[config.mk]
export PLATFORM = sky130hd
export DESIGN_NAME = cnn_layer_ctrl_flat
export DESIGN_NICKNAME = d
export VERILOG_FILES = /design/src/rtl/cnn_layer_ctrl_pkg.sv /design/src/rtl/cnn_layer_ctrl_if.sv /design/src/rtl/cnn_layer_ctrl_ifm_row_prefetch.sv /design/src/rtl/cnn_layer_ctrl.sv /design/src/flat_wrapper.sv
export SDC_FILE = /design/constraint.sdc
export NUM_CORES = 1
export LEC_CHECK = 0
export CAP_MARGIN = 20
export CORE_ASPECT_RATIO = 1.2
export CORE_MARGIN = 2
export CORE_UTILIZATION = 50
export DETAILED_ROUTE_END_ITERATION = 10
export DONT_BUFFER_PORTS = 1
export GPL_ROUTABILITY_DRIVEN = 0
export PLACE_DENSITY = 0.78
export SLEW_MARGIN = 20
export SYNTH_ARGS = -nofsm -noshare
export SYNTH_HDL_FRONTEND = slang
export SYNTH_SLANG_ARGS = --single-unit
[constraint.sdc]
create_clock -name clk -period 4.6 [get_ports clk]
set_input_delay 0.46 -clock clk [delete_from_list [all_inputs] [get_ports clk]]
set_output_delay 0.46 -clock clk [all_outputs]
set_load 0.02 [all_outputs]
[src/rtl/cnn_layer_ctrl_pkg.sv]
// Shared controller parameters: defaults, FSM encoding
// and flag bit positions for the CNN layer controller.
package cnn_layer_ctrl_pkg;

    localparam int DEF_W_SIZE    = 10;
    localparam int DEF_W_CHANNEL = 8;
    localparam int DEF_W_DELAY   = 12;
    localparam int DEF_IFM_ROWS  = 4;

    localparam logic [1:0] ST_IDLE  = 2'd0;
    localparam logic [1:0] ST_FILT  = 2'd1;
    localparam logic [1:0] ST_HSYNC = 2'd2;
    localparam logic [1:0] ST_DATA  = 2'd3;

    localparam int N_FLAGS       = 6;
    localparam int FLG_FIRST_ROW = 5;
    localparam int FLG_LAST_ROW  = 4;
    localparam int FLG_FIRST_COL = 3;
    localparam int FLG_LAST_COL  = 2;
    localparam int FLG_FIRST_CHN = 1;
    localparam int FLG_LAST_CHN  = 0;

endpackage

[src/rtl/cnn_layer_ctrl_if.sv]
// Command/status bundle between the layer sequencer
// and the CNN layer controller.
interface cnn_layer_ctrl_if
    import cnn_layer_ctrl_pkg::*;
#(
    parameter int W_SIZE    = DEF_W_SIZE,
    parameter int W_CHANNEL = DEF_W_CHANNEL,
    parameter int W_DELAY   = DEF_W_DELAY
) ();

    logic                 q_start;
    logic                 q_abort;
    logic                 q_kernel3;
    logic [W_SIZE-1:0]    q_width;
    logic [W_SIZE-1:0]    q_height;
    logic [W_CHANNEL-1:0] q_in_chn;
    logic [W_CHANNEL-1:0] q_out_chn;
    logic                 q_filter_done;
    logic                 q_ifm_done;
    logic                 q_pe_ready;

    logic                 o_filter_req;
    logic                 o_ifm_req_load;
    logic [W_SIZE-1:0]    o_ifm_req_row;
    logic                 o_hsync_run;
    logic                 o_data_run;
    logic                 o_busy;
    logic [W_DELAY-1:0]   o_hsync_cnt;
    logic [W_SIZE-1:0]    o_row;
    logic [W_SIZE-1:0]    o_col;
    logic [W_CHANNEL-1:0] o_chn;
    logic [W_CHANNEL-1:0] o_ochn;
    logic [N_FLAGS-1:0]   o_flags;
    logic                 o_beat;
    logic                 o_done;

    modport master (
        output q_start, q_abort, q_kernel3,
        output q_width, q_height,
        output q_in_chn, q_out_chn,
        output q_filter_done, q_ifm_done,
        output q_pe_ready,
        input  o_filter_req, o_ifm_req_load,
        input  o_ifm_req_row, o_hsync_run,
        input  o_data_run, o_busy, o_hsync_cnt,
        input  o_row, o_col, o_chn, o_ochn,
        input  o_flags, o_beat, o_done
    );

    modport slave (
        input  q_start, q_abort, q_kernel3,
        input  q_width, q_height,
        input  q_in_chn, q_out_chn,
        input  q_filter_done, q_ifm_done,
        input  q_pe_ready,
        output o_filter_req, o_ifm_req_load,
        output o_ifm_req_row, o_hsync_run,
        output o_data_run, o_busy, o_hsync_cnt,
        output o_row, o_col, o_chn, o_ochn,
        output o_flags, o_beat, o_done
    );

endinterface

[src/rtl/cnn_layer_ctrl_ifm_row_prefetch.sv]
// Sequential IFM row loader: one load in flight, bounded
// by the row-buffer depth behind the oldest row in use.
module ifm_row_prefetch
    import cnn_layer_ctrl_pkg::*;
#(
    parameter int W_SIZE   = DEF_W_SIZE,
    parameter int IFM_ROWS = DEF_IFM_ROWS
) (
    input  logic              clk,
    input  logic              rstn,
    input  logic              clear,
    input  logic              active,
    input  logic              k3,
    input  logic [W_SIZE-1:0] height,
    input  logic [W_SIZE-1:0] row,
    input  logic              ifm_done,
    output logic              req_load,
    output logic [W_SIZE-1:0] req_row,
    output logic              ready
);

    localparam logic [W_SIZE:0] ONE = 1;
    localparam logic [W_SIZE:0] LIM = (W_SIZE+1)'(IFM_ROWS);

    logic [W_SIZE:0] loaded;
    logic [W_SIZE:0] row_x;
    logic [W_SIZE:0] hgt_x;
    logic [W_SIZE:0] base;
    logic [W_SIZE:0] need;
    logic            pend;
    logic            room;
    logic            issue;

    assign row_x = {1'b0, row};
    assign hgt_x = {1'b0, height};

    // 3x3 keeps row-1 resident and needs row+1 before computing
    assign base = (k3 && row != '0) ? row_x - ONE : row_x;
    assign need = (k3 && row_x != hgt_x - ONE) ? row_x + ONE : row_x;

    assign ready = loaded > need;
    assign room  = (loaded < base) || ((loaded - base) < LIM);
    assign issue = active && !clear && !pend
                && (loaded < hgt_x) && room;

    always_ff @(posedge clk or negedge rstn) begin
        if (!rstn) begin
            loaded   <= '0;
            pend     <= 1'b0;
            req_load <= 1'b0;
            req_row  <= '0;
        end else if (clear) begin
            loaded   <= '0;
            pend     <= 1'b0;
            req_load <= 1'b0;
            req_row  <= '0;
        end else begin
            req_load <= issue;
            if (issue) begin
                req_row <= loaded[W_SIZE-1:0];
                pend    <= 1'b1;
            end else if (ifm_done && pend) begin
                pend   <= 1'b0;
                loaded <= loaded + ONE;
            end
        end
    end

endmodule

[src/rtl/cnn_layer_ctrl.sv]
// Layer sequencer: filter fetch, row sync and beat
// counters over col, chn, row, ochn.
module cnn_layer_ctrl
    import cnn_layer_ctrl_pkg::*;
#(
    parameter int W_SIZE    = DEF_W_SIZE,
    parameter int W_CHANNEL = DEF_W_CHANNEL,
    parameter int W_DELAY   = DEF_W_DELAY,
    parameter int IFM_ROWS  = DEF_IFM_ROWS
) (
    input logic             clk,
    input logic             rstn,
    cnn_layer_ctrl_if.slave bus
);

    localparam logic [W_SIZE-1:0]    ONE_S = 1;
    localparam logic [W_CHANNEL-1:0] ONE_C = 1;
    localparam logic [W_DELAY-1:0]   ONE_D = 1;

    logic [1:0]           state;
    logic [1:0]           state_nxt;
    logic                 k3;
    logic [W_SIZE-1:0]    cfg_w;
    logic [W_SIZE-1:0]    cfg_h;
    logic [W_CHANNEL-1:0] cfg_ic;
    logic [W_CHANNEL-1:0] cfg_oc;
    logic [W_SIZE-1:0]    row;
    logic [W_SIZE-1:0]    col;
    logic [W_CHANNEL-1:0] chn;
    logic [W_CHANNEL-1:0] ochn;
    logic                 filt_req;
    logic                 done_r;
    logic [W_DELAY-1:0]   hs_cnt;
    logic [N_FLAGS-1:0]   flags;

    logic idle, busy, start_ok, dims_ok, abort;
    logic last_row, last_col, last_chn, last_ochn;
    logic beat, row_end, final_beat, to_filt;
    logic pf_clear, pf_active, pf_ready;
    logic pf_req;
    logic [W_SIZE-1:0] pf_row;

    assign idle     = state == ST_IDLE;
    assign busy     = !idle;
    assign start_ok = idle && bus.q_start && !bus.q_abort;
    assign dims_ok  = |bus.q_width && |bus.q_height
                   && |bus.q_in_chn && |bus.q_out_chn;
    assign abort    = busy && bus.q_abort;

    assign last_row  = row == cfg_h - ONE_S;
    assign last_col  = col == cfg_w - ONE_S;
    assign last_chn  = chn == cfg_ic - ONE_C;
    assign last_ochn = ochn == cfg_oc - ONE_C;

    assign beat       = (state == ST_DATA) && bus.q_pe_ready;
    assign row_end    = beat && last_col && last_chn;
    assign final_beat = row_end && last_row && last_ochn;
    assign to_filt    = row_end && last_row && !last_ochn;

    assign pf_clear  = abort || final_beat || to_filt;
    assign pf_active = (state == ST_HSYNC) || (state == ST_DATA);

    ifm_row_prefetch #(
        .W_SIZE   (W_SIZE),
        .IFM_ROWS (IFM_ROWS)
    ) u_prefetch (
        .clk      (clk),
        .rstn     (rstn),
        .clear    (pf_clear),
        .active   (pf_active),
        .k3       (k3),
        .height   (cfg_h),
        .row      (row),
        .ifm_done (bus.q_ifm_done),
        .req_load (pf_req),
        .req_row  (pf_row),
        .ready    (pf_ready)
    );

    always_comb begin
        state_nxt = state;
        unique case (1'b1)
            (state == ST_IDLE):
                if (start_ok && dims_ok) state_nxt = ST_FILT;
            (state == ST_FILT):
                if (abort) state_nxt = ST_IDLE;
                else if (bus.q_filter_done) state_nxt = ST_HSYNC;
            (state == ST_HSYNC):
                if (abort) state_nxt = ST_IDLE;
                else if (pf_ready) state_nxt = ST_DATA;
            (state == ST_DATA):
                if (abort || final_beat) state_nxt = ST_IDLE;
                else if (to_filt) state_nxt = ST_FILT;
                else if (row_end) state_nxt = ST_HSYNC;
            default: state_nxt = ST_IDLE;
        endcase
    end

    always_ff @(posedge clk or negedge rstn) begin
        if (!rstn) begin
            state    <= ST_IDLE;
            filt_req <= 1'b0;
            done_r   <= 1'b0;
            hs_cnt   <= '0;
        end else begin
            state    <= state_nxt;
            filt_req <= (state_nxt == ST_FILT) && (state != ST_FILT);
            done_r   <= abort || (start_ok && !dims_ok);
            if (state_nxt == ST_HSYNC && state == ST_HSYNC)
                hs_cnt <= (&hs_cnt) ? hs_cnt : hs_cnt + ONE_D;
            else
                hs_cnt <= '0;
        end
    end

    always_ff @(posedge clk or negedge rstn) begin
        if (!rstn) begin
            k3     <= 1'b0;
            cfg_w  <= '0;
            cfg_h  <= '0;
            cfg_ic <= '0;
            cfg_oc <= '0;
        end else if (start_ok) begin
            k3     <= bus.q_kernel3;
            cfg_w  <= bus.q_width;
            cfg_h  <= bus.q_height;
            cfg_ic <= bus.q_in_chn;
            cfg_oc <= bus.q_out_chn;
        end
    end

    // col fastest, then chn, then row, then ochn
    always_ff @(posedge clk or negedge rstn) begin
        if (!rstn) begin
            row  <= '0;
            col  <= '0;
            chn  <= '0;
            ochn <= '0;
        end else if (abort || final_beat) begin
            row  <= '0;
            col  <= '0;
            chn  <= '0;
            ochn <= '0;
        end else if (beat) begin
            if (!last_col) begin
                col <= col + ONE_S;
            end else begin
                col <= '0;
                if (!last_chn) begin
                    chn <= chn + ONE_C;
                end else begin
                    chn <= '0;
                    if (!last_row) begin
                        row <= row + ONE_S;
                    end else begin
                        row  <= '0;
                        ochn <= ochn + ONE_C;
                    end
                end
            end
        end
    end

    always_comb begin
        flags = '0;
        if (busy) begin
            flags[FLG_FIRST_ROW] = row == '0;
            flags[FLG_LAST_ROW]  = last_row;
            flags[FLG_FIRST_COL] = col == '0;
            flags[FLG_LAST_COL]  = last_col;
            flags[FLG_FIRST_CHN] = chn == '0;
            flags[FLG_LAST_CHN]  = last_chn;
        end
    end

    assign bus.o_filter_req   = filt_req;
    assign bus.o_ifm_req_load = pf_req;
    assign bus.o_ifm_req_row  = pf_row;
    assign bus.o_hsync_run    = state == ST_HSYNC;
    assign bus.o_data_run     = state == ST_DATA;
    assign bus.o_busy         = busy;
    assign bus.o_hsync_cnt    = hs_cnt;
    assign bus.o_row          = row;
    assign bus.o_col          = col;
    assign bus.o_chn          = chn;
    assign bus.o_ochn         = ochn;
    assign bus.o_flags        = flags;
    assign bus.o_beat         = beat;
    assign bus.o_done         = done_r || (final_beat && !abort);

endmodule
[src/flat_wrapper.sv]
// flat-port wrapper written by rule: the top's interface ports become plain ports
module cnn_layer_ctrl_flat import cnn_layer_ctrl_pkg::*;
#(
    parameter int W_SIZE    = DEF_W_SIZE,
    parameter int W_CHANNEL = DEF_W_CHANNEL,
    parameter int W_DELAY   = DEF_W_DELAY,
    parameter int IFM_ROWS  = DEF_IFM_ROWS
)
  (clk, rstn, bus_q_start, bus_q_abort, bus_q_kernel3, bus_q_width, bus_q_height, bus_q_in_chn, bus_q_out_chn, bus_q_filter_done, bus_q_ifm_done, bus_q_pe_ready, bus_o_filter_req, bus_o_ifm_req_load, bus_o_ifm_req_row, bus_o_hsync_run, bus_o_data_run, bus_o_busy, bus_o_hsync_cnt, bus_o_row, bus_o_col, bus_o_chn, bus_o_ochn, bus_o_flags, bus_o_beat, bus_o_done);
  cnn_layer_ctrl_if #(.W_SIZE(W_SIZE), .W_CHANNEL(W_CHANNEL), .W_DELAY(W_DELAY)) bus_i ();
  input logic clk;
  input logic rstn;
  input wire logic [$bits(bus_i.q_start)-1:0] bus_q_start;
  input wire logic [$bits(bus_i.q_abort)-1:0] bus_q_abort;
  input wire logic [$bits(bus_i.q_kernel3)-1:0] bus_q_kernel3;
  input wire logic [$bits(bus_i.q_width)-1:0] bus_q_width;
  input wire logic [$bits(bus_i.q_height)-1:0] bus_q_height;
  input wire logic [$bits(bus_i.q_in_chn)-1:0] bus_q_in_chn;
  input wire logic [$bits(bus_i.q_out_chn)-1:0] bus_q_out_chn;
  input wire logic [$bits(bus_i.q_filter_done)-1:0] bus_q_filter_done;
  input wire logic [$bits(bus_i.q_ifm_done)-1:0] bus_q_ifm_done;
  input wire logic [$bits(bus_i.q_pe_ready)-1:0] bus_q_pe_ready;
  output wire logic [$bits(bus_i.o_filter_req)-1:0] bus_o_filter_req;
  output wire logic [$bits(bus_i.o_ifm_req_load)-1:0] bus_o_ifm_req_load;
  output wire logic [$bits(bus_i.o_ifm_req_row)-1:0] bus_o_ifm_req_row;
  output wire logic [$bits(bus_i.o_hsync_run)-1:0] bus_o_hsync_run;
  output wire logic [$bits(bus_i.o_data_run)-1:0] bus_o_data_run;
  output wire logic [$bits(bus_i.o_busy)-1:0] bus_o_busy;
  output wire logic [$bits(bus_i.o_hsync_cnt)-1:0] bus_o_hsync_cnt;
  output wire logic [$bits(bus_i.o_row)-1:0] bus_o_row;
  output wire logic [$bits(bus_i.o_col)-1:0] bus_o_col;
  output wire logic [$bits(bus_i.o_chn)-1:0] bus_o_chn;
  output wire logic [$bits(bus_i.o_ochn)-1:0] bus_o_ochn;
  output wire logic [$bits(bus_i.o_flags)-1:0] bus_o_flags;
  output wire logic [$bits(bus_i.o_beat)-1:0] bus_o_beat;
  output wire logic [$bits(bus_i.o_done)-1:0] bus_o_done;
  assign bus_i.q_start = bus_q_start;
  assign bus_i.q_abort = bus_q_abort;
  assign bus_i.q_kernel3 = bus_q_kernel3;
  assign bus_i.q_width = bus_q_width;
  assign bus_i.q_height = bus_q_height;
  assign bus_i.q_in_chn = bus_q_in_chn;
  assign bus_i.q_out_chn = bus_q_out_chn;
  assign bus_i.q_filter_done = bus_q_filter_done;
  assign bus_i.q_ifm_done = bus_q_ifm_done;
  assign bus_i.q_pe_ready = bus_q_pe_ready;
  assign bus_o_filter_req = bus_i.o_filter_req;
  assign bus_o_ifm_req_load = bus_i.o_ifm_req_load;
  assign bus_o_ifm_req_row = bus_i.o_ifm_req_row;
  assign bus_o_hsync_run = bus_i.o_hsync_run;
  assign bus_o_data_run = bus_i.o_data_run;
  assign bus_o_busy = bus_i.o_busy;
  assign bus_o_hsync_cnt = bus_i.o_hsync_cnt;
  assign bus_o_row = bus_i.o_row;
  assign bus_o_col = bus_i.o_col;
  assign bus_o_chn = bus_i.o_chn;
  assign bus_o_ochn = bus_i.o_ochn;
  assign bus_o_flags = bus_i.o_flags;
  assign bus_o_beat = bus_i.o_beat;
  assign bus_o_done = bus_i.o_done;
  cnn_layer_ctrl #(.W_SIZE(W_SIZE), .W_CHANNEL(W_CHANNEL), .W_DELAY(W_DELAY), .IFM_ROWS(IFM_ROWS)) u_core (.clk(clk), .rstn(rstn), .bus(bus_i));
endmodule
## Word-level counts from Yosys, hierarchy flattened

Cells that the tools add are included.

| storage, ports and cells | value |
|---|---|
| logic and storage cells | 146 |
| register bits | 112 |
| input bits | 44 |
| output and inout port bits | 71 |

| operators by class | value |
|---|---|
| multiplexer cells | 40 |
| equality and inequality tests | 13 |
| $lt $le $gt $ge | 4 |
| reductions and logical operators | 58 |
| add/sub/neg operators | 14 |

Operator list:

| cell | count |
|---|---|
| 10-bit two-way mux | 10 |
| 8-bit two-way mux | 9 |
| 11-bit two-way mux | 5 |
| 1-bit logical AND | 24 |
| 12-bit two-way mux | 2 |
| 10-bit by 1-bit subtractor with 11-bit output, second input constant | 2 |
| 10-bit by 1-bit adder with 10-bit output, second input constant | 2 |
| 10-bit == test | 2 |
| 10-bit zero test | 2 |
| 10-bit OR reduction | 2 |
| 10-bit by 1-bit subtractor with 10-bit output, second input constant | 2 |
| 8-bit by 1-bit adder with 8-bit output, second input constant | 2 |
| 8-bit == test | 2 |
| 2-bit two-way mux | 8 |
| 8-bit OR reduction | 2 |
| 8-bit by 1-bit subtractor with 8-bit output, second input constant | 2 |
| 12-bit by 1-bit adder with 12-bit output, second input constant | 1 |
| 12-bit AND reduction | 1 |
| 2-bit nonzero test | 6 |
| 10-bit by 1-bit adder with 11-bit output, second input constant | 1 |
| 11-bit by 1-bit adder with 11-bit output, second input constant | 1 |
| 11-bit greater-than comparator | 1 |
| 11-bit by 10-bit < comparator with 1-bit output | 1 |
| 11-bit < comparator | 1 |
| other kinds (19) | 38 |

## Depth between registers and ports, before layout

Gate-level depths: netlist of the first run.

| logic depth | value |
|---|---|
| depth in word-level cells | 15 |
| depth in mapped cells | 22 |
| depth with buffers taken out | 20 |

## Modules after synthesis

Synthesis of the first run repeated with hierarchy kept, for this count alone.

| second synthesis, totals | value |
|---|---|
| cell total of the unflattened synthesis | 942 |
| area total of the unflattened synthesis | 8463.1 um^2 |

Modules (own cells, without submodules):

| module | seq. area each (um^2) | area each (um^2) | instances | cells an instance |
|---|---|---|---|---|
| cnn_layer_ctrl | 2227.1 | 5571.6 | 1 | 607 |
| ifm_row_prefetch | 575.6 | 2891.5 | 1 | 335 |

## Least setup slack after synthesis of the first run

No wires, ideal clock.

| path | value |
|---|---|
| path kind | register to register |
| from | register u_core.cfg_h[2] |
| to | register u_core.hs_cnt[10], in the netlist u_core.bus.o_hsync_cnt[10] |
| slack | -215 ps |
| clock period less this slack | 4815 ps |
| setup time | 86 ps |
| cell stages (with the launch flop) | 22 |
| data required time | 4514 ps |
| buffers on the path | 3 |
| arrival time | 4729 ps |
| path through | dfrtp_1 -> buf_6 -> or4_4 -> or2_1 -> o311ai_2 -> a32oi_1 -> or4_4 -> o21ai_0 -> clkbuf_1 -> nor2_1 -> a21oi_1 -> ha_1 -> nor2b_1 -> o21a_1 -> o21a_1 -> o21ai_0 -> nand2b_1 -> a21oi_1 -> o21ai_0 -> a311o_1 -> clkbuf_1 -> nor3_1 |

| on the way | value |
|---|---|
| cells in the longest elaborated chain, start to end | 11 |

Ends and longest elaborated chain:

| what | RTL line | source |
|---|---|---|
| start, declared | cnn_layer_ctrl.sv:24 | `logic [W_SIZE-1:0] cfg_h;` |
| start signal, assigned | cnn_layer_ctrl.sv:126 | `cfg_h <= bus.q_height;` |
| 10-bit by 1-bit subtractor with 11-bit output | cnn_layer_ctrl_ifm_row_prefetch.sv:39 | `assign need = (k3 && row_x != hgt_x - ONE) ? row_x + ONE : row_x;` |
| 10-bit by 11-bit != test with 1-bit output | cnn_layer_ctrl_ifm_row_prefetch.sv:39 |  |
| 1-bit logical AND | cnn_layer_ctrl_ifm_row_prefetch.sv:39 |  |
| 11-bit two-way mux | cnn_layer_ctrl_ifm_row_prefetch.sv:39 |  |
| 11-bit greater-than comparator | cnn_layer_ctrl_ifm_row_prefetch.sv:41 | `assign ready = loaded > need;` |
| 2-bit two-way mux | cnn_layer_ctrl.sv:90 | `else if (pf_ready) state_nxt = ST_DATA;` |
| 2-bit two-way mux | cnn_layer_ctrl.sv:89 | `if (abort) state_nxt = ST_IDLE;` |
| 2-bit case mux with 4 select lines * | cnn_layer_ctrl.sv:82 | `unique case (1'b1)` |
| 2-bit == test * | cnn_layer_ctrl.sv:109 | `if (state_nxt == ST_HSYNC && state == ST_HSYNC)` |
| 1-bit logical AND * | cnn_layer_ctrl.sv:109 |  |
| 2-bit != test (no line) or 12-bit two-way mux (tied branches) | - |  |
| end signal, assigned | cnn_layer_ctrl.sv:110 | `hs_cnt <= (&hs_cnt) ? hs_cnt : hs_cnt + ONE_D;` |
| end, declared | cnn_layer_ctrl.sv:33 | `logic [W_DELAY-1:0] hs_cnt;` |

Every way passes the cells marked *; elsewhere a longest branch is shown, timed or not.
A chain may end at the register's enable or synchronous reset.

## Final worst setup path of the first run

| path | value |
|---|---|
| from | register u_core.cfg_h[1] |
| to | register u_core.hs_cnt[8], in the netlist u_core.bus.o_hsync_cnt[8] |

Same word-level chain as after synthesis.

==> summary.md, run 1 <==
| Metric | Value |
|---|---|
| WP data required | 4.89 ns |
| Non-filler cells, final | 1082 |
| Most frequent cells in the layout | dfrtp_1 (112), nor2_1 (92), nand2_1 (61) |
| Post-synthesis xor/xnor area fraction | 11.3% |
| Maximum clock path buffer count | 2 |
| Filler instances | 1373 |
| Leakage | 0.00372 µW |
| Fraction of layout cells with a size suffix above 1 | 13.7% |
| Post-Route WL | 20.1 mm |
| Yosys warning count | 0 |
| Yosys top cell area share | 36.7% |
| First-pass GRT wire length | 31.4 mm |
| Clock Latency Late Sink | 0.36 ns |
| Total grt overflow | 0 |
| Initial antenna violation count | 0 |
| Setup CP Type | reg2reg |
| CTS tree | yes |
| Synth Area in Adders | 7.04% |
| Vias | 6524 |
| Die ar. | 16300 µm² |
| Total track usage | 24.4% |
| Chip Width | 117 µm |
| Syn nets | 939 |
| Level count of the clock H-tree | 3 |
| Worst path cell trace | inv_2 > ha_4 > or3b_4 > or3_4 > a21oi_2 > a41oi_2 > or4_4 > o21ai_4 > buf_6 > nor2_1 > xnor2_1 > ha_1 > and3_4 > nand2_4 > nor3_2 > nor2_2 > a22o_1 > a21o_1 > a311o_1 > buf_6 > nor3_2 |
| Highest metal used | met4 |
| Max-Cap Viols | 0 |
| FMAX | 0.220 GHz |
| Post-synthesis compound-gate area fraction | 14.5% |
| Count of cell types in the netlist | 70 |
| R2r setup slk | 0.06 ns |
| RSZ-0062 raised after global routing | true |
| DRT iter0 DRCs | 494 |
| Largest net degree at the start of global routing | 113 |
| Hold Crit Class | in2async |
| Vias in the first global route | 6445 |
| Pins Over Slew Limit | 0 |
| Mapped cell area | 7640 µm² |
| Core box area | 15000 µm² |
| CTS sink cnt | 112 |
| Fin crit period | 4.54 ns |
| Syn avg cell area | 8.97 µm² |
| Outcome | completed |
| DP Worst Slack | -0.0392 ns |
| Placed cells | 1057 |
| Met2 Wirelength | 10.1 mm |
| Worst Tran Pin Value | 1.03 ns |
| Crit Reg-Reg Startpoint | u_core.cfg_h[1]$_DFFE_PN0P_ |
| Port bufs | 0 |
| Startpoint types | register |
| CP Launch Point | u_core.cfg_h[1]$_DFFE_PN0P_ |
| Synth area leaders | dfrtp_1 (37%), ha_1 (7.0%), xnor2_1 (5.7%) |
| Synth Flop Type | dfrtp_1 |
| Fin crit share | 98.6% |
| Synth Instances | 852 |
| Sequential area share after synthesis | 36.7% |
| DRT Pass-1 Iters | 4 |
| Power per cell area | 373 nW/µm² |
| Layout area overhead | 12.0% |
| Final critical-path setup slack | 0.0645 ns |
| Clock skew | 0.0110 ns |
| Fin. Hold Viols | 0 |
| Reg-to-Reg End | u_core.bus.o_hsync_cnt[8]$_DFFE_PN0P_ |
| Met3 WL | 1.33 mm |
| Average via count per standard cell | 6.03 |
| CP arrival | 4.82 ns |
| Clock transition at path regs | 0.08 ns |
| Final Setup Violations | 0 |
| Largest family of logic cells by synthesized area | simple AND/OR/NAND/NOR gates |
| Metal-1 WL | 8.12 mm |
| DR WL/cell | 18.6 µm |
| Crit-path slowest cell | or4_4 |
| Ports | 115 |
| Layout net count | 960 |
| FP Rows | 49 |
| Worst r2r path cells | 21 |
| Simple-Gate Fraction of Synth Area | 23.1% |
| Worst VDD drop | 0.000194 V |
| Setup crit end kind | register |
| Post-route antenna net violation count | 0 |
| Buf/Inv on CP | 3 |
| # DRC | 0 |
| Max-slew headroom | 31.2% |
| Multiplexer share of the synthesized area | 3.77% |
| CP peak stage delay | 0.59 ns |
| Dpl hpwl | 14.5 mm |
| Initial Util | 51.1% |
| Antenna Cells | 0 |
| Root Buffer | clkbuf_16 |
| Vert. Die Dim | 139 µm |
| Most common cell after layout, fill and taps aside | dfrtp_1 |
| FF+latch count, synth | 112 |
| Family with the most delay on the worst path | simple AND/OR/NAND/NOR gates |
| Asr flop ratio synth | 100% |
| Post-synth EDFFs | 0 |
| Dominant cell type by area after synthesis | dfrtp_1 |
| CTS buffer count | 9 |
| CP Max Fanout | 6 |
-- worst max-delay path by stage --
stage	endpoint	slack, ns	depth (start not counted)
final	u_core.bus.o_hsync_cnt[8]$_DFFE_PN0P_	0.06	21
after global routing	u_core.bus.o_hsync_cnt[8]$_DFFE_PN0P_	-0.09	21
after CTS	u_core.bus.o_hsync_cnt[10]$_DFFE_PN0P_	0.02	22
after detailed placement	u_core.bus.o_hsync_cnt[2]$_DFFE_PN0P_	-0.04	20
after global placement	u_core.bus.o_hsync_cnt[8]$_DFFE_PN0P_	0.05	20
after floorplan	u_core.bus.o_hsync_cnt[10]$_DFFE_PN0P_	0.03	21
-- what timing repair did --
item | CTS | global route
hold buffers | 1 | 0
endpoints found under the hold margin | 112 | 0
endpoints found under the setup margin | 3 | 26
resized for setup | 5 | 35
cloned | 1 | 1
pin swaps | 2 | 16
buffers inserted | 0 | 6
-- layout make-up --
cell class / instances / area, µm² / share of cell area [%]
clock buffer: 12 / 256 / 3.00
clock inverter: 4 / 33.8 / 0.395
inverter: 37 / 139 / 1.62
multi-input combinational: 672 / 4730 / 55.2
sequential: 112 / 2800 / 32.7
tap: 204 / 255 / 2.98
timing repair buffer: 41 / 347 / 4.05
-- routing by layer --
metal  global-route usage [%]  vias up
met5                        0        -
met4                     10.4        0
met2                     41.8      204
met3                     5.66       46
li1                         -     3090
met1                     28.9     3184
-- cells by family after synthesis --
kind of cell | Yosys count
AO/OA/AOI/OAI | 166
XOR/XNOR | 99
adder cells (fa/ha/maj) | 43
buffers and inverters | 68
flip-flops | 112
multiplexers | 26
other | 1
AND/OR/NAND/NOR | 337
-- Yosys cell counts, types with 5 or more instances --
master and count:
xnor2_1 50, nor2_1 96, inv_1 37, o31ai_1 9, nor2b_1 10, nand3_1 37, o211ai_1 6, and3_1 15
xor2_1 49, a22o_1 12, mux2_2 22, nor4b_1 7, nand2b_1 9, nor4_1 13, nand4_1 13, a31oi_1 10
nand4b_1 5, nor3b_1 7, dfrtp_1 112, clkbuf_1 23, ha_1 43, o21ai_0 53, a21o_1 7, nand2_1 62
or4_1 6, or3_1 7, o21a_1 8, a21oi_1 31, nor3_1 21
-- report_power, final --
group / total, µW / switching (µW) / leakage [µW] / internal, µW
Clock: 777 / 374 / 0.000140 / 403
Combinational: 1130 / 582 / 0.00209 / 543
Sequential: 1290 / 183 / 0.00149 / 1110
Total: 3190 / 1140 / 0.00372 / 2060
-- registers in the layout, summed over array words and instances (netlist names), 2 cells and up --
name / cells
u_core.bus.o_hsync_cnt: 12
u_core.cfg_h: 10
u_core.cfg_w: 10
u_core.u_prefetch.req_row: 10
u_core.state: 2
u_core.bus.o_ochn: 8
u_core.bus.o_row: 10
u_core.bus.o_col: 10
u_core.cfg_ic: 8
u_core.u_prefetch.loaded: 11
u_core.bus.o_chn: 8
u_core.cfg_oc: 8
-- per-stage QoR --
stage / setup TNS, ns / cell area [µm²] / hold WS, ns / util (%) / power [µW]
floorplan: 0 / 7650 / 0.164 / - / 2040
global placement: 0 / 8010 / 0.167 / 53.5 / 2270
detailed placement: -0.0392 / 8010 / 0.168 / 53.5 / 2310
CTS: 0 / 8360 / 0.0688 / 55.9 / 3120
global route: -0.718 / 8560 / 0.0872 / 57.2 / 3390
finish: 0 / 8560 / 0.0474 / 57.2 / 3190
-- worst register-to-register path, cell delays in order, from the launching register on --
cell,delay [ns]
dfrtp_1,0.41
inv_2,0.09
ha_4,0.12
or3b_4,0.37
or3_4,0.35
a21oi_2,0.15
a41oi_2,0.06
or4_4,0.59
o21ai_4,0.19
buf_6,0.15
nor2_1,0.06
xnor2_1,0.13
ha_1,0.31
and3_4,0.21
nand2_4,0.05
nor3_2,0.12
nor2_2,0.07
a22o_1,0.17
a21o_1,0.17
a311o_1,0.38
buf_6,0.17
nor3_2,0.16
Note: power is estimated with default switching activity, not from simulation.
==> run 2: changes to the inputs <==
==> constraint.sdc (replaced) <==
create_clock -name clk -period 4.6 [get_ports clk]
set_input_delay 0.92 -clock clk [delete_from_list [all_inputs] [get_ports clk]]
set_output_delay 0.92 -clock clk [all_outputs]
set_load 0.02 [all_outputs]
==> run 2 against run 1 <==
- register-to-register slack better by 0.04 ns
- sequential cell count unchanged
- worst hold slack better by 0.20 ns
- core utilization down 0.38 points
- clock skew down 0.0021 ns
- global-route usage down 0.68 points
- clock power up 3.1%
- final cell count about the same
- first-iteration DRC count up 3.0%
- sequential share of layout area up 0.24 points
- clock-buffer cell count unchanged
- combinational power about the same
==> summary.md, run 2 (synthesized netlist as in run 1, its figures left out) <==
| Metric | Value |
|---|---|
| Chip Width | 117 µm |
| Outcome | completed |
| Final Setup Violations | 0 |
| FP Rows | 49 |
| Worst VDD drop | 0.000228 V |
| Filler instances | 1346 |
| FMAX | 0.223 GHz |
| Pins Over Slew Limit | 0 |
| Fin. Hold Viols | 0 |
| CTS tree | yes |
| Largest net degree at the start of global routing | 113 |
| CP Launch Point | u_core.cfg_h[3]$_DFFE_PN0P_ |
| Max FFs per register | 12 |
| Post-route antenna net violation count | 0 |
| # DRC | 0 |
| Sum Neg Setup Slack | 0 ns |
| Clock transition at path regs | 0.07 ns |
| Die ar. | 16300 µm² |
| Total track usage | 23.7% |
| Vias | 6570 |
| Final hold slack | 0.251 ns |
| Initial antenna violation count | 0 |
| CP Max Fanout | 8 |
| Fin crit period | 4.49 ns |
| Port bufs | 0 |
| Max-slew headroom | 35.9% |
| Dpl hpwl | 14.4 mm |
| DR WL/cell | 18.1 µm |
| DRT Pass-1 Iters | 5 |
| Average via count per standard cell | 6.07 |
| Level count of the clock H-tree | 3 |
| CTS buffer count | 9 |
| Final critical-path setup slack | 0.108 ns |
| Setup CP Type | reg2reg |
| Non-filler cells, final | 1083 |
| Antenna Cells | 0 |
| Clock skew | 0.00886 ns |
| First-pass GRT wire length | 30.7 mm |
| Placed cells | 1058 |
| Layout net count | 963 |
| Worst Tran Pin Value | 0.961 ns |
| Most frequent cells in the layout | dfrtp_1 (111), nor2_1 (93), nand2_1 (62) |
| WP data required | 4.88 ns |
| Power per cell area | 375 nW/µm² |
| Crit Reg-Reg Startpoint | u_core.cfg_h[3]$_DFFE_PN0P_ |
| CP arrival | 4.77 ns |
| Root Buffer | clkbuf_16 |
| DP Worst Slack | -0.0375 ns |
| CTS sink cnt | 112 |
| Maximum clock path buffer count | 2 |
| Total grt overflow | 0 |
| Clock Latency Late Sink | 0.36 ns |
| Power Total | 3190 µW |
| Vias in the first global route | 6357 |
| Layout area overhead | 11.3% |
| Max-Cap Viols | 0 |
| Leakage | 0.00370 µW |
| Hold Crit Class | in2async |
| Core box area | 15000 µm² |
| Most common cell after layout, fill and taps aside | dfrtp_1 |
| DRT iter0 DRCs | 509 |
| Post-Route WL | 19.6 mm |
| Initial Util | 51.1% |
| Ports | 115 |
| Setup crit end kind | register |
| Fraction of layout cells with a size suffix above 1 | 12.7% |
| RSZ-0062 raised after global routing | true |
| Startpoint types | register |
| Vert. Die Dim | 139 µm |
| Fin crit share | 97.7% |
==> run 2: changes by cell type in the layout (fill, tap and decap cells not counted), moves of 2 or more <==
cell | previous run | this run
buf_4 | 34 | 39
a21oi_2 | 2 | 0
a21oi_1 | 29 | 31
ha_1 | 41 | 43
==> run 2: worst paths after layout <==
check                                                    endpoint  slack [ns]  cells after the start
hold reg to reg                      u_core.cfg_oc[7]$_DFFE_PN0P_        0.54                      1
setup reg to reg           u_core.bus.o_hsync_cnt[10]$_DFFE_PN0P_        0.11                     19
hold / removal                        u_core.cfg_w[5]$_DFFE_PN0P_        0.25                      0
min in group clk                     u_core.cfg_oc[7]$_DFFE_PN0P_        0.54                      1
setup / recovery           u_core.bus.o_hsync_cnt[10]$_DFFE_PN0P_        0.11                     19
max in group asynchronous         u_core.bus.o_chn[5]$_DFFE_PN0P_        4.19                      0
==> run 2: layout make-up <==
type / count / area [µm²] / share of cell area, %
inverters: 37 / 139 / 1.63
clock inverters: 2 / 38.8 / 0.456
multi-input cells: 673 / 4680 / 55.0
flip-flops and latches: 112 / 2800 / 33.0
repair buffers: 43 / 332 / 3.90
well taps: 204 / 255 / 3.00
clock buffers: 12 / 256 / 3.02
==> run 2: what timing repair did <==
action	in CTS	in global routing
gates resized for setup	3	23
endpoints found under the setup margin	4	26
pin swaps	1	18
hold buffers	0	0
setup buffers	2	7
gates cloned	0	2
==> run 2: metrics by stage <==
step                      area, µm²  util, %
after floorplan                7650        -
after global placement         8020     53.6
after detailed placement       8020     53.6
after CTS                      8340     55.7
after global routing           8500     56.8
final                          8500     56.8
==> run 2: worst max-delay path: stages, from the launching register on <==
cell and delay, ns:
dfrtp_1 0.38, or4_4 0.54, or2_4 0.27, o311ai_2 0.22, a32oi_1 0.15, or4_4 0.57
o21ai_2 0.16, buf_6 0.14, nor2_1 0.06, xnor2_1 0.12, ha_1 0.30, and3_4 0.19
nand2_1 0.08, nor3_2 0.13, nor2_2 0.08, a22o_1 0.19, a21o_1 0.17, a311o_1 0.37
buf_6 0.16, nor3_2 0.14
==> run 2: where the power goes <==
| group | switching, µW | internal [µW] | total, µW |
|---|---|---|---|
| combinational | 564 | 537 | 1100 |
| sequential | 180 | 1110 | 1290 |
| clock | 353 | 449 | 801 |
==> run 2: metal layers <==
metal	wire length (µm)	global-route usage, %	vias to the layer above
met3	1380	4.88	45
met1	7990	29.0	3206
met2	9480	39.9	221
met5	0	0	-
li1	-	-	3098
met4	726	10.5	0
==> run 3: changes to the inputs <==
--- a/config.mk
+++ b/config.mk
@@ -8,11 +8,12 @@
 export CAP_MARGIN = 20
 export CORE_ASPECT_RATIO = 1.2
 export CORE_MARGIN = 2
-export CORE_UTILIZATION = 50
+export CORE_UTILIZATION = 40
+export CTS_CLUSTER_DIAMETER = 40
 export DETAILED_ROUTE_END_ITERATION = 10
 export DONT_BUFFER_PORTS = 1
 export GPL_ROUTABILITY_DRIVEN = 0
-export PLACE_DENSITY = 0.78
+export PLACE_DENSITY = 0.66
 export SLEW_MARGIN = 20
 export SYNTH_ARGS = -nofsm -noshare
 export SYNTH_HDL_FRONTEND = slang
==> run 3 against run 2 <==
- combinational power about the same
- setup slack got worse by 0.019 ns
- first-iteration DRC count down 24%
- worst hold slack got worse by 0.0089 ns
- clock power grew 1%
- largest power group unchanged
==> summary.md, run 3 (synthesized netlist as in run 1, its figures left out) <==
| Metric | Value |
|---|---|
| Outcome | completed |
| Vias in the first global route | 6187 |
| CTS sink cnt | 112 |
| Maximum clock path buffer count | 2 |
| DRT Pass-1 Iters | 5 |
| Worst VDD drop | 0.000208 V |
| Post-route antenna net violation count | 0 |
| Fraction of layout cells with a size suffix above 1 | 13.8% |
| Initial antenna violation count | 1 |
| Chip Width | 130 µm |
| Average via count per standard cell | 5.65 |
| Final Cell Area | 8610 µm² |
| Max FFs per register | 12 |
| DR WL/cell | 18.4 µm |
| CP Max Fanout | 8 |
| Most common cell after layout, fill and taps aside | dfrtp_1 |
| Post-Route WL | 20.8 mm |
| Placement-stage cell area | 8110 µm² |
| Setup crit end kind | register |
| CTS tree | yes |
| DP Worst Slack | -0.0126 ns |
| CTS buffer count | 9 |
| Max-Cap Viols | 0 |
| Layout net count | 959 |
| RSZ-0062 raised after global routing | true |
| Fin crit period | 4.51 ns |
| Pins Over Slew Limit | 0 |
| Fin. Hold Viols | 0 |
| Port bufs | 0 |
| Clock skew | 0.0129 ns |
| Power Total | 3210 µW |
| Level count of the clock H-tree | 3 |
| Largest net degree at the start of global routing | 113 |
| Total grt overflow | 0 |
| Die ar. | 20200 µm² |
| # DRC | 0 |
| FP Rows | 55 |
| Setup CP Type | reg2reg |
| Startpoint types | register |
| Layout area overhead | 12.7% |
| FMAX | 0.222 GHz |
| Final critical-path setup slack | 0.0886 ns |
| DRT iter0 DRCs | 389 |
| Clock transition at path regs | 0.09 ns |
| Initial Util | 40.7% |
| Hold Crit Class | in2async |
| WP data required | 4.90 ns |
| Total track usage | 20.8% |
| Most frequent cells in the layout | dfrtp_1 (112), nor2_1 (91), nand2_1 (61) |
| Root Buffer | clkbuf_16 |
| Vias | 6403 |
| Power per cell area | 373 nW/µm² |
| Dpl hpwl | 15.3 mm |
| Clock Latency Late Sink | 0.37 ns |
| CP arrival | 4.81 ns |
| Leakage | 0.00372 µW |
| Ports | 115 |
| Filler instances | 1817 |
| Fin crit share | 98.1% |
| Max-slew headroom | 34.6% |
| First-pass GRT wire length | 32.9 mm |
| Core box area | 18800 µm² |
| Worst Tran Pin Value | 0.973 ns |
| Vert. Die Dim | 155 µm |
| Final Setup Violations | 0 |
| Final core utilization | 45.8% |
-- run 3: final timing paths --
| path | start | end | slack, ns | cells after the start |
|---|---|---|---|---|
| max | u_core.cfg_h[3]$_DFFE_PN0P_ | u_core.bus.o_hsync_cnt[10]$_DFFE_PN0P_ | 0.09 | 19 |
| min | rstn | u_core.cfg_oc[0]$_DFFE_PN0P_ | 0.24 | 0 |
| max reg2reg | u_core.cfg_h[3]$_DFFE_PN0P_ | u_core.bus.o_hsync_cnt[10]$_DFFE_PN0P_ | 0.09 | 19 |
| min reg2reg | u_core.cfg_ic[7]$_DFFE_PN0P_ | u_core.cfg_ic[7]$_DFFE_PN0P_ | 0.53 | 1 |
| max in group asynchronous | rstn | u_core.bus.o_col[6]$_DFFE_PN0P_ | 4.21 | 0 |
| min in group clk | u_core.cfg_ic[7]$_DFFE_PN0P_ | u_core.cfg_ic[7]$_DFFE_PN0P_ | 0.53 | 1 |
-- run 3: cell type report --
| cell class | instances | area [µm²] | share of cell area [%] |
|---|---|---|---|
| tap | 256 | 320 | 3.72 |
| inverter | 37 | 139 | 1.61 |
| timing repair buffer | 40 | 312 | 3.62 |
| clock buffer | 9 | 225 | 2.62 |
| sequential | 112 | 2800 | 32.6 |
| clock inverter | 7 | 82.6 | 0.959 |
| antenna | 1 | 2.50 | 0.0291 |
| multi-input combinational | 672 | 4720 | 54.9 |
-- run 3: report_power, final --
group / switching (µW) / internal (µW)
sequential: 189 / 1110
clock: 422 / 390
combinational: 568 / 532
-- run 3: worst max-delay path: stages, from the launching register on --
cell and delay (ns):
dfrtp_1 0.38, or4_4 0.53, or2_4 0.26, o311ai_2 0.20, a32oi_1 0.15, or4_4 0.57, o21ai_2 0.16, buf_6 0.15
buf_6 0.12, nor2_4 0.04, xnor2_2 0.13, ha_1 0.32, nand4_1 0.12, nor3_2 0.20, nor2_1 0.08, a22o_1 0.19
a21o_1 0.16, a311o_1 0.37, buf_6 0.16, nor3_2 0.16
-- run 3: through the flow --
step	setup TNS, ns	hold slack, ns	cells
floorplan	0	0.502	852
global placement	0	0.514	1114
detailed placement	-0.0277	0.521	1114
CTS	0	0.229	1130
global route	-0.346	0.227	1133
finish	0	0.242	1134
-- run 3: what timing repair did --
item                       in CTS  in global routing
gates cloned                    0                  1
gates resized for setup         3                 38
setup endpoints to repair       3                 26
pin swaps                       1                 20
hold buffers                    0                  0
buffers inserted                0                  2
-- run 3: metal layers --
layer	vias to the layer above	GRT usage, %	wire length [µm]	part of all wire, %
met1	3132	25.8	8800	42
li1	3081	-	-	-
met3	30	3.82	1040	5.0
met4	0	7.48	610	2.9
met5	-	0	0	0
met2	160	35.8	10400	50
